$ cat src/rtl/reg_file_pkg.sv
// Shared sizes and types for the architectural register file and its rename table.
package reg_file_pkg;
    localparam int REG_NUM   = 32;
    localparam int ROB_SIZE  = 16;
    localparam int REG_IDX_W = $clog2(REG_NUM);
    localparam int ROB_ID_W  = $clog2(ROB_SIZE);
    localparam int DATA_W    = 32;

    typedef logic [REG_IDX_W-1:0] reg_idx_t;
    typedef logic [ROB_ID_W-1:0]  rob_id_t;
    typedef logic [DATA_W-1:0]    data_t;

    localparam rob_id_t  NO_ALIAS  = '0;
    localparam data_t    ZERO_DATA = '0;
    localparam reg_idx_t REG_X0    = '0;
endpackage

$ cat src/rtl/reg_file_read_port.sv
// One dispatcher source-operand port: x0 masking plus forwarding of the retiring result.
module reg_read_port
    import reg_file_pkg::*;
(
    input  logic [REG_IDX_W-1:0] rs_i,
    input  logic                 commit_vld_i,
    input  logic [REG_IDX_W-1:0] commit_idx_i,
    input  logic [DATA_W-1:0]    commit_val_i,
    input  logic [ROB_ID_W-1:0]  commit_alias_i,
    input  logic [ROB_ID_W-1:0]  reg_alias_i,
    input  logic [DATA_W-1:0]    reg_val_i,
    output logic [ROB_ID_W-1:0]  q_o,
    output logic [DATA_W-1:0]    v_o
);

    // Forward only when the committing entry is the newest producer of rs.
    always_comb begin
        q_o = reg_alias_i;
        v_o = reg_val_i;
        if (rs_i == REG_X0) begin
            q_o = NO_ALIAS;
            v_o = ZERO_DATA;
        end else if (commit_vld_i && (commit_idx_i == rs_i) && (reg_alias_i == commit_alias_i)) begin
            q_o = NO_ALIAS;
            v_o = commit_val_i;
        end
    end

endmodule

$ cat src/rtl/reg_file.sv
// Architectural register file with rename table; written by ROB commit and dispatcher rename.
module reg_file
    import reg_file_pkg::*;
(
    input  logic                 clk,
    input  logic                 rst,
    input  logic                 rdy,
    input  logic                 rollback_signal,
    input  logic                 res_rdy_from_rob,
    input  logic [REG_IDX_W-1:0] regidx_from_rob,
    input  logic [DATA_W-1:0]    res_from_rob,
    input  logic [ROB_ID_W-1:0]  alias_from_rob,
    input  logic                 rename_ena_from_dsp,
    input  logic [REG_IDX_W-1:0] rd_from_dsp,
    input  logic [ROB_ID_W-1:0]  renameid_from_dsp,
    input  logic [REG_IDX_W-1:0] rs1_from_dsp,
    input  logic [REG_IDX_W-1:0] rs2_from_dsp,
    output logic [ROB_ID_W-1:0]  Qi_2dsp,
    output logic [ROB_ID_W-1:0]  Qj_2dsp,
    output logic [DATA_W-1:0]    Vi_2dsp,
    output logic [DATA_W-1:0]    Vj_2dsp
);

    data_t   val_q   [REG_NUM];
    data_t   val_d   [REG_NUM];
    rob_id_t alias_q [REG_NUM];
    rob_id_t alias_d [REG_NUM];

    logic commit_vld;
    logic commit_wr;
    logic rename_wr;

    assign commit_vld = res_rdy_from_rob && rdy;
    assign commit_wr  = commit_vld && (regidx_from_rob != REG_X0);
    assign rename_wr  = rdy && rename_ena_from_dsp && (rd_from_dsp != REG_X0);

    // Values always take the commit; the flush overrides every alias update, and rename beats a clear.
    always_comb begin
        val_d   = val_q;
        alias_d = alias_q;
        if (commit_wr) begin
            val_d[regidx_from_rob] = res_from_rob;
        end
        if (rollback_signal) begin
            for (int i = 0; i < REG_NUM; i++) begin
                alias_d[i] = NO_ALIAS;
            end
        end else begin
            if (commit_wr && (alias_q[regidx_from_rob] == alias_from_rob)) begin
                alias_d[regidx_from_rob] = NO_ALIAS;
            end
            if (rename_wr) begin
                alias_d[rd_from_dsp] = renameid_from_dsp;
            end
        end
    end

    always_ff @(posedge clk or posedge rst) begin
        if (rst) begin
            for (int i = 0; i < REG_NUM; i++) begin
                val_q[i]   <= ZERO_DATA;
                alias_q[i] <= NO_ALIAS;
            end
        end else begin
            val_q   <= val_d;
            alias_q <= alias_d;
        end
    end

    reg_read_port u_rs1_port (
        .rs_i           (rs1_from_dsp),
        .commit_vld_i   (commit_vld),
        .commit_idx_i   (regidx_from_rob),
        .commit_val_i   (res_from_rob),
        .commit_alias_i (alias_from_rob),
        .reg_alias_i    (alias_q[rs1_from_dsp]),
        .reg_val_i      (val_q[rs1_from_dsp]),
        .q_o            (Qi_2dsp),
        .v_o            (Vi_2dsp)
    );

    reg_read_port u_rs2_port (
        .rs_i           (rs2_from_dsp),
        .commit_vld_i   (commit_vld),
        .commit_idx_i   (regidx_from_rob),
        .commit_val_i   (res_from_rob),
        .commit_alias_i (alias_from_rob),
        .reg_alias_i    (alias_q[rs2_from_dsp]),
        .reg_val_i      (val_q[rs2_from_dsp]),
        .q_o            (Qj_2dsp),
        .v_o            (Vj_2dsp)
    );

endmodule

$ cat config.mk
export PLATFORM = sky130hd
export DESIGN_NAME = reg_file
export DESIGN_NICKNAME = d
export VERILOG_FILES = /design/src/rtl/reg_file_pkg.sv /design/src/rtl/reg_file_read_port.sv /design/src/rtl/reg_file.sv
export SDC_FILE = /design/constraint.sdc
export NUM_CORES = 2
export LEC_CHECK = 0
export BUFFER_PORTS_ARGS = -buffer_cell sky130_fd_sc_hd__buf_2
export CAP_MARGIN = 15
export CORE_MARGIN = 3
export CORE_UTILIZATION = 64
export DETAILED_ROUTE_END_ITERATION = 12
export GPL_TIMING_DRIVEN = 0
export PLACE_DENSITY_LB_ADDON = 0.25
export RECOVER_POWER = 100
export REMOVE_ABC_BUFFERS = 1
export SYNTH_ARGS = -nofsm -noshare
export SYNTH_HDL_FRONTEND = slang
export SYNTH_HIERARCHICAL = 1
export SYNTH_SLANG_ARGS = --single-unit
$ cat constraint.sdc
create_clock -name clk -period 50.7 [get_ports clk]
set_clock_uncertainty 0.1 [all_clocks]
set_input_delay 5.07 -clock clk [delete_from_list [all_inputs] [get_ports clk]]
set_output_delay 5.07 -clock clk [all_outputs]
set_load 0.02 [all_outputs]
==> impl_metrics.py <==
metrics = {
    "worst_setup_path": {
        "r2r_start": "alias_q[119]",
        "crit_path_max_fanout": 130,
        "r2r_slack_ns": 44.27,
        "worstSetupPathType": "input port to asynchronous set/reset pin",
        "end_kind": "asynchronous set/reset pin",
        "r2r-end": "alias_q[75]",
        "critical_path_arrival_ns": 20.43,
        "ff2ff_path_depth": 11,
        "cp.required_ns": 49.80,
        "critPathLaunchType": "input port",
    },
    "die": {
        "coreArea_um2": 100700,
        "die-area_um2": 106200,
        "num_rows": 116,
        "initial_core_util_pct": 65.00,
        "die_x_um": 325.9,
        "die_h_um": 325.9,
        "io_pins": 138,
    },
    "placed_design": {
        "place_area_um2": 68540,
        "portBuffers": 137,
        "gp_congestion": 0.9512,
        "dp_cells": 5486,
        "dp_slack_ns": 35.96,
        "dp_hpwl_um": 114300,
    },
    "logic_synthesis": {
        "ys_warn_count": 6,
        "avgSynthCellArea_um2": 14.98,
        "netlist_instances": 4372,
        "yosys.area.top_type": "dfrtp_1",
        "yosysSeqAreaShare_pct": 44.03,
        "synth_area_leaders": "dfrtp_1, mux4_2, mux2_2",
        "synth-main-ff-cell": "dfrtp_1",
        "yosys.area.top_type_share_pct": 44.03,
        "ys_seq_elements": 1152,
        "ys_types": 53,
        "async_reset_ff_share_pct": 100.0,
        "syn-cell-area_um2": 65480,
        "synth_edf_count": 0,
    },
    "clock_tree": {
        "post_cts_buffers": 0,
        "clock-root-buffer": "clkbuf_16",
        "ctsResizeCount": 0,
        "numCtsBuffers": 119,
        "htree_levels": 3,
        "cts.sinks": 1152,
        "cts_hold_buf": 0,
        "cts_tree": "yes",
        "clk_latency_ns": 0.72,
        "clk_pin_slew_ns": 0.06,
        "cts_buffer_depth": 3,
    },
    "detailed_routing": {
        "drtPass1Iterations": 9,
        "vias_per_cell": 7.449,
        "wl_um": 188400,
        "ant_nets": 0,
        "post_drt_wl_per_cell_um": 33.00,
        "vias": 42518,
        "first_iter_violations": 4996,
        "drc_errors": 0,
    },
    "global_routing": {
        "grt_pass1_wl_um": 284800,
        "grt_overflow_total": 0,
        "grt_max_degree": 131,
        "track_usage_pct": 35.85,
        "grt_pass1_vias": 44858,
        "antenna_found_initial": 3,
    },
    "min_path": {
        "holdPathStages": 0,
        "min_to": "val_q[1000]",
        "hold_path.class": "register to register",
        "min_from": "val_q[1000]",
    },
    "timing": {
        "drv_slew": 2056,
        "hold_viol": 0,
        "fmax_mhz": 46.89,
        "period_minus_slack_ns": 21.33,
        "fin_ws_ns": 29.37,
        "slew_headroom_pct": -338.2,
        "worst_hold_slack_ns": 0.2927,
        "fin_crit_sh_pct": 42.06,
        "worstMarginPinSlew_ns": 6.572,
        "setup_viol": 0,
        "rsz0062_at_grt": "no",
        "fin_tns_setup_ns": 0,
    },
    "layout": {
        "fillers": 6589,
        "syn_to_final_growth_pct": 8.068,
        "final-instance-count-excl-fill": 5708,
        "layout_common_cells": "dfrtp_1, mux2_2, mux4_2",
        "fin_util_pct": 70.25,
        "final_area_um2": 70760,
        "antenna_cells": 0,
        "nets": 4318,
        "final_common_cell": "dfrtp_1",
        "drive_above_1_share_pct": 48.82,
    },
    "status": {
        "status": "finished, violations left",
        "violations": "capacitance limit, slew limit",
    },
    "pwr": {
        "ir_drop_mv": 0.03068,
        "p_per_area_nw_per_um2": 35.61,
        "power_mw": 2.520,
        "leakage_nw": 31.40,
    },
    "run": {
        "drv_cap": 51,
    },
}
[how the worst max path moves through the flow]
stage                    start          to  slack [ns]  depth (start not counted)
2_1_floorplan              rst  alias_q[0]       13.08                          1
3_3_place_gp               rst  val_q[922]        0.70                          2
3_5_place_dp   rs2_from_dsp[1]  Vj_2dsp[6]       35.96                         12
4_1_cts        rs2_from_dsp[1]  Vj_2dsp[6]       35.88                         12
5_1_grt                    rst  val_q[986]       26.29                          5
6_report                   rst  val_q[986]       29.37                          5
[state kept, by name, summed over array words and instances (netlist names)]
register / cells
val_q: 1024
alias_q: 128
[synth_stat cells (15+ instances only)]
master,count
buf_1,40
a32oi_1,16
xnor2_1,18
buf_2,68
nand2_1,182
o21ai_2,56
nor3_1,18
o22ai_1,32
nor2b_1,15
dfrtp_1,1152
and3_1,49
mux2_2,1062
a22oi_1,56
a2bb2oi_1,48
nand3_1,124
clkbuf_1,347
o21ai_0,60
mux4_2,720
mux2i_1,128
nor2_1,44
[cells by family (layout without fill, tap and decap cells)]
| family | after synthesis | count (layout) | share of synthesized area, % |
|---|---|---|---|
| AO/OA/AOI/OAI | 283 | 283 | 3.226 |
| buffers and inverters | 501 | 480 | 3.508 |
| multiplexers | 1912 | 1912 | 45.02 |
| flip-flops | 1152 | 1152 | 44.03 |
| AND/OR/NAND/NOR | 502 | 502 | 3.875 |
| XOR/XNOR | 22 | 22 | 0.3401 |
[worst max-delay path, stage by stage]
cell	delay, ns
clkbuf_1	0.09
clkinvlp_2	1.57
clkbuf_1	3.97
clkbuf_1	4.56
clkbuf_1	4.88
[report_power, final]
part	total [mW]	leakage, nW	internal, mW	switching (mW)
clock	0.949	2.10	0.569	0.381
sequential	1.12	15.4	1.03	0.0902
combinational	0.446	13.9	0.253	0.193
[layer usage]
metal | GRT usage, % | routed length (um) | vias to the layer above | share of wire (%)
met1 | 48.49 | 71460 | 22704 | 38
met4 | 16.94 | 10430 | 4 | 5.5
met3 | 8.763 | 17840 | 635 | 9.5
met5 | 0 | 32 | - | 0.017
met2 | 55.54 | 88620 | 2336 | 47
li1 | - | - | 16839 | -
[cell type report]
class                      instances  area (um2)  area share (%)
timing repair buffer             248        1733           2.449
tap                             1357        1698           2.400
multi-input combinational       2719       34190           48.32
clock inverter                    56       789.5           1.116
clock buffer                     164        3471           4.905
sequential                      1152       28830           40.74
inverter                          12       51.30         0.07250
(Power assumes the default switching activity.)
